## src/rtl/vga_sync_decoder.sv

```systemverilog
// Recovers pixel coordinates, colour and line/frame geometry from a 1-bit VGA HS/VS/RGB stream.
// Two-register latency (input sample + output stage); no backpressure, one sample per clk_20M.
module vga_sync_decoder #(
    parameter int H_ACTIVE = 640,
    parameter int H_BP     = 1,
    parameter int V_ACTIVE = 480,
    parameter int V_BP     = 1
) (
    input  logic        clk_20M,
    input  logic        rst,
    input  logic        VGA_HS,
    input  logic        VGA_VS,
    input  logic        VGA_R,
    input  logic        VGA_G,
    input  logic        VGA_B,
    output logic        pix_valid,
    output logic [10:0] pix_x,
    output logic [10:0] pix_y,
    output logic [2:0]  pix_rgb,
    output logic        frame_start,
    output logic [10:0] line_len,
    output logic [10:0] frame_lines,
    output logic        locked,
    output logic        hs_err,
    output logic        vs_err
);
    typedef enum logic [1:0] {ST_SEARCH, ST_TRACK, ST_LOCKED} state_t;

    localparam logic [10:0] LP_H_LO = 11'(H_BP);
    localparam logic [10:0] LP_H_HI = 11'(H_BP + H_ACTIVE);
    localparam logic [10:0] LP_V_LO = 11'(V_BP);
    localparam logic [10:0] LP_V_HI = 11'(V_BP + V_ACTIVE);
    localparam logic [10:0] LP_SAT  = 11'h7FF;

    state_t      r_state;
    state_t      w_state_nxt;
    logic        r_hs, r_vs, r_hs_d, r_vs_d;
    logic [2:0]  r_rgb;
    logic [10:0] r_h_phase, r_v_line, r_line_len, r_frame_lines;
    logic        r_len_seen;
    logic        r_pix_valid, r_frame_start, r_hs_err, r_vs_err;
    logic [10:0] r_pix_x, r_pix_y;
    logic [2:0]  r_pix_rgb;

    logic        w_hs_fall, w_vs_fall, w_timeout, w_line_start;
    logic        w_len_bad, w_lines_bad, w_active;
    logic        w_len_ld, w_lines_ld, w_len_seen_nxt, w_hs_err, w_vs_err;
    logic [10:0] w_h_phase, w_v_line, w_pix_x, w_pix_y;
    logic [11:0] w_meas_len, w_meas_lines;

    always_comb begin
        w_hs_fall = ~r_hs & r_hs_d;
        w_vs_fall = ~r_vs & r_vs_d;
        if (w_hs_fall)
            w_h_phase = '0;
        else if (r_h_phase == LP_SAT)
            w_h_phase = LP_SAT;
        else
            w_h_phase = r_h_phase + 11'd1;
        // Timeout fires only on the step into saturation, so it pulses once.
        w_timeout    = ~w_hs_fall && (r_h_phase == LP_SAT - 11'd1);
        w_line_start = (w_h_phase == LP_H_LO);
        if (w_vs_fall)
            w_v_line = '0;
        else if (w_line_start && (r_v_line != LP_SAT))
            w_v_line = r_v_line + 11'd1;
        else
            w_v_line = r_v_line;
        w_meas_len   = {1'b0, r_h_phase} + 12'd1;
        w_meas_lines = {1'b0, r_v_line} + 12'd1;
        w_len_bad    = w_hs_fall && (w_meas_len != {1'b0, r_line_len});
        w_lines_bad  = w_vs_fall && (w_meas_lines != {1'b0, r_frame_lines});
    end

    always_comb begin
        w_state_nxt    = r_state;
        w_len_seen_nxt = r_len_seen;
        w_len_ld       = 1'b0;
        w_lines_ld     = 1'b0;
        w_hs_err       = 1'b0;
        w_vs_err       = 1'b0;
        case (r_state)
            ST_SEARCH: begin
                if (w_vs_fall) begin
                    w_state_nxt    = ST_TRACK;
                    w_len_seen_nxt = 1'b0;
                end
            end
            ST_TRACK: begin
                if (w_timeout || (w_hs_fall && w_meas_len[11]) || (w_len_bad && r_len_seen)) begin
                    w_state_nxt = ST_SEARCH;
                end else begin
                    if (w_hs_fall) begin
                        w_len_ld       = 1'b1;
                        w_len_seen_nxt = 1'b1;
                    end
                    // A frame without any measured line is not a basis for lock.
                    if (w_vs_fall && r_len_seen) begin
                        w_lines_ld  = 1'b1;
                        w_state_nxt = ST_LOCKED;
                    end
                end
            end
            ST_LOCKED: begin
                w_hs_err = w_timeout || w_len_bad;
                w_vs_err = w_lines_bad;
                if (w_hs_err || w_vs_err)
                    w_state_nxt = ST_SEARCH;
            end
            default: w_state_nxt = ST_SEARCH;
        endcase
    end

    always_comb begin
        w_active = (w_state_nxt == ST_LOCKED) &&
                   (w_h_phase >= LP_H_LO) && (w_h_phase < LP_H_HI) &&
                   (w_v_line >= LP_V_LO) && (w_v_line < LP_V_HI);
        w_pix_x  = w_h_phase - LP_H_LO;
        w_pix_y  = w_v_line - LP_V_LO;
    end

    always_ff @(posedge clk_20M or posedge rst) begin
        if (rst)
            r_state <= ST_SEARCH;
        else
            r_state <= w_state_nxt;
    end

    always_ff @(posedge clk_20M or posedge rst) begin
        if (rst) begin
            r_hs          <= 1'b0;
            r_vs          <= 1'b0;
            r_hs_d        <= 1'b0;
            r_vs_d        <= 1'b0;
            r_rgb         <= '0;
            r_h_phase     <= LP_SAT;
            r_v_line      <= '0;
            r_line_len    <= '0;
            r_frame_lines <= '0;
            r_len_seen    <= 1'b0;
            r_pix_valid   <= 1'b0;
            r_pix_x       <= '0;
            r_pix_y       <= '0;
            r_pix_rgb     <= '0;
            r_frame_start <= 1'b0;
            r_hs_err      <= 1'b0;
            r_vs_err      <= 1'b0;
        end else begin
            r_hs          <= VGA_HS;
            r_vs          <= VGA_VS;
            r_rgb         <= {VGA_R, VGA_G, VGA_B};
            r_hs_d        <= r_hs;
            r_vs_d        <= r_vs;
            r_h_phase     <= w_h_phase;
            r_v_line      <= w_v_line;
            r_len_seen    <= w_len_seen_nxt;
            if (w_len_ld)
                r_line_len <= w_meas_len[10:0];
            if (w_lines_ld)
                r_frame_lines <= w_meas_lines[10:0];
            r_pix_valid   <= w_active;
            r_pix_x       <= w_active ? w_pix_x : 11'd0;
            r_pix_y       <= w_active ? w_pix_y : 11'd0;
            r_pix_rgb     <= w_active ? r_rgb : 3'd0;
            r_frame_start <= w_active && (w_pix_x == 11'd0) && (w_pix_y == 11'd0);
            r_hs_err      <= w_hs_err;
            r_vs_err      <= w_vs_err;
        end
    end

    assign pix_valid   = r_pix_valid;
    assign pix_x       = r_pix_x;
    assign pix_y       = r_pix_y;
    assign pix_rgb     = r_pix_rgb;
    assign frame_start = r_frame_start;
    assign line_len    = r_line_len;
    assign frame_lines = r_frame_lines;
    assign locked      = (r_state == ST_LOCKED);
    assign hs_err      = r_hs_err;
    assign vs_err      = r_vs_err;
endmodule

```

## config.mk

```make
export PLATFORM = sky130hd
export DESIGN_NAME = vga_sync_decoder
export DESIGN_NICKNAME = d
export VERILOG_FILES = /design/src/rtl/vga_sync_decoder.sv
export SDC_FILE = /design/constraint.sdc
export NUM_CORES = 1
export LEC_CHECK = 0
export BUFFER_PORTS_ARGS = -buffer_cell sky130_fd_sc_hd__buf_2
export CORE_ASPECT_RATIO = 1.1
export CORE_MARGIN = 8
export CORE_UTILIZATION = 55
export CTS_CLUSTER_DIAMETER = 80
export CTS_CLUSTER_SIZE = 14
export DETAILED_ROUTE_END_ITERATION = 6
export PLACE_DENSITY = 0.74
export REMOVE_ABC_BUFFERS = 1
export SLEW_MARGIN = 10
export SYNTH_ARGS = -nofsm -noshare
export SYNTH_HDL_FRONTEND = slang
export SYNTH_SLANG_ARGS = --single-unit
```

## constraint.sdc

```tcl
create_clock -name clk_20M -period 6 [get_ports clk_20M]
set_input_delay 0.3 -clock clk_20M [delete_from_list [all_inputs] [get_ports clk_20M]]
set_output_delay 0.3 -clock clk_20M [all_outputs]
set_load 0.01 [all_outputs]
```

==> impl_results.md <==
- CP Class: reg -> reg
- Dpl ws: 0.753 ns
- Most frequent cells in the layout: dfrtp_1 (72), buf_2 (58), nor2_1 (36)
- Proportion of netlist area held by the largest area contributor: 35.6%
- Mapped Cells: 500
- Worst-path clk slew: 0.10 ns
- Rel. slew slack: 30.7%
- Worst-Margin Slew: 1.04 ns
- Htree depth: 3
- Area of the multi-input gates: 0.00269 sq mm
- Post-synth EDFFs: 0
- Int Power: 1.21 mW
- Clock group share of total power: 18.5%
- CP Capture Type: flip-flop
- PD cells: 376 mW/mm^2
- HPWL reported at the end of detailed placement: 8870 um
- Fillers: 762
- Antenna cells: 0
- Share of cells above drive strength 1: 25.6%
- Die Area: 0.0125 sq mm
- Maximum root-to-sink buffer count: 2
- Global-route wire length before repair: 19900 um
- Tightest Hold Check Type: in -> reg
- Worst EP required: 6.24 ns
- DR WL met3: 482 um
- Syn_area_per_cell: 10.1 sq um
- Hold depth: 1
- NetSw: 0.868 mW
- Number of global-route vias before repair: 4029
- Combinational power share: 44.0%
- Antenna violations before repair: 0
- Hold Violations, Final: 0
- Die height: 117 um
- Placed insts: 645
- M1 WL: 4940 um
- Global route overflow: 0
- Maximum VDD drop: 0.225 mV
- Final setup violation count: 0
- Worst skew pair latency: 0.37 ns
- Met2 Wirelength: 6290 um
- Routability cong.: 0.896
- Max-Cap Viols: 0
- Initial DRC Count: 200
- Most common cell after layout, fill and taps aside: dfrtp_1
- Setup WS post-layout: 0.708 ns
- Root Buffer: clkbuf_8
- ANT nets after route: 0
- Synthesis-to-layout area growth: 9.24%
- FF+latch area: 0.00209 sq mm
- Part of the power in registers: 37.4%
- Synth Cell Area: 0.00506 sq mm
- Critical path peak fanout: 19
- Row cnt: 36
- Reg2Reg Depth: 14
- CTS tree: done
- CTS buffer count: 9
- RSZ-0062 raised after global routing: false
- Fmax: 189 MHz
- Routed WL: 12100 um
- Final hold slack: 0.0362 ns
- Number of hold buffers added after cts: 0
- Overall Global Routing Usage: 20.0%
- P_leak: 2.48 nW
- Port Buffer Count: 58
- Top layer reached by signal wires: met4
- Total power: 2.08 mW
- Layout Nets: 556
- CP Launch Type: flip-flop
- Area leader, netlist: dfrtp_1
- Synth warn: 0
- DRC Markers: 0
- Wire per inst: 18.3 um
- Final Max Slew Viols: 0
- Vias: 4005
- Asr flop ratio synth: 100%
- Status: finished, final reports clean
- Core ar.: 0.00892 sq mm
- Drt first pass iters: 5
- Die width: 107 um
- Switching Fraction: 41.7%
- Via density: 6.06
- Clock Skews: 0.0173 ns
- Pin count of the biggest net entering global routing: 84
- Synth top area cells: dfrtp_1 (36%), dfstp_2 (5.7%), xnor2_1 (4.5%), a21oi_1 (3.2%), xor2_1 (2.9%)
- Fin crit share: 88.2%
- Synth Register Bits: 83
- Post_cts resized: 0
- Boundary Pins: 59
- Synth Flop Type: dfrtp_1
- Postcts setup bufs: 0
- Sequential share of the synthesized area: 41.3%
- Unique cell type count in the Yosys netlist: 80
- CP arrival: 5.53 ns
- Setup TNS: 0 ns
- Non-filler cells, final: 661
- Initial core utilization: 56.8%
- Clk sinks: 83
- Fin crit period: 5.29 ns
[critical path, cell delays in order (launching register included)]
cell      delay, ns
dfstp_2        0.66
ha_1           0.38
nand3_1        0.18
or3_1          0.54
a21oi_1        0.41
ha_1           0.35
o211ai_1       0.13
o31a_1         0.47
mux2i_1        0.17
or2_2          0.32
ha_1           0.22
or4_4          0.55
mux2i_4        0.33
buf_4          0.35
nor3b_1        0.09
[cell families after synthesis]
| logic type | count (synthesis) | synth area share [%] |
|---|---|---|
| and+or+nand+nor | 190 | 22.4 |
| AOI/OAI and AO/OA | 100 | 15.0 |
| DFF | 83 | 41.3 |
| buffers and inverters | 56 | 5.56 |
| xor gates and xnor gates | 51 | 11.1 |
| muxes | 13 | 2.97 |
| adders and majority gates | 7 | 1.73 |
[path summary, 6_finish.rpt]
| kind | startpoint | to | slack, ns |
|---|---|---|---|
| min reg2reg | r_vs | r_vs_d | 0.40 |
| min in group asynchronous | rst | pix_x[1] | 0.26 |
| max in group asynchronous | rst | r_v_line[8] | 5.07 |
| max reg2reg | r_h_phase[0] | pix_x[10] | 0.71 |
| min | VGA_G | r_rgb[1] | 0.04 |
| max | r_h_phase[0] | pix_x[10] | 0.71 |
[synthesized netlist by cell type (3+ instances only)]
cell type / count
a211oi_2: 8
a21oi_1: 32
and2_1: 6
and3_1: 6
and4_1: 6
buf_2: 9
buf_6: 4
clkbuf_1: 16
dfrtp_1: 72
dfstp_2: 11
ha_1: 7
inv_1: 21
mux2_2: 6
mux2i_1: 6
nand2_1: 24
nand2b_1: 12
nand3_1: 21
nand4_1: 11
nand4b_1: 3
nor2_1: 36
nor2b_1: 5
nor3_1: 10
nor3_2: 14
nor3b_1: 5
nor4_1: 10
o21a_1: 3
o21ai_0: 16
or2_2: 3
or3_1: 5
xnor2_1: 26
xnor3_1: 5
xor2_1: 17
xor3_1: 3
[final cells by class]
cell class	instances	share of cell area (%)
Clock buffer	9	2.24
Clock inverter	7	1.02
Inverter	22	1.52
Multi-Input combinational cell	361	48.6
Sequential cell	83	37.8
Tap cell	114	2.58
Timing Repair Buffer	65	6.20
[state kept, by name (all words and copies together) (netlist names)]
signal       count
r_v_line        11
pix_y           11
pix_x           11
frame_lines     11
r_hs             1
r_state          2
r_vs             1
hs_err           1
r_len_seen       1
r_h_phase       11
r_vs_d           1
r_hs_d           1
vs_err           1
frame_start      1
pix_rgb          3
r_rgb            3
line_len        11
pix_valid        1
[per-stage QoR]
step / cell area (sq um) / util (%)
6_report: 5530 / 62.0
5_1_grt: 5530 / 62.0
4_1_cts: 5530 / 62.0
3_5_place_dp: 5350 / 60.0
3_3_place_gp: 5350 / 60.0
2_1_floorplan: 4860 / -
[power groups by stage]
stage | logic, mW | registers (mW) | clock network [mW]
after floorplan | 0.637 | 0.806 | 0
final | 0.917 | 0.780 | 0.386
after CTS | 0.923 | 0.781 | 0.395
after detailed placement | 0.918 | 0.792 | 0
after global routing | 1.01 | 0.799 | 0.416
after global placement | 0.901 | 0.782 | 0
[metal layers]
metal	global-route usage [%]	up-vias
met5	0	-
met4	9.91	0
met3	3.26	29
met2	34.9	107
met1	23.4	1989
li1	-	1880
Power figures use the tool's default switching activity.
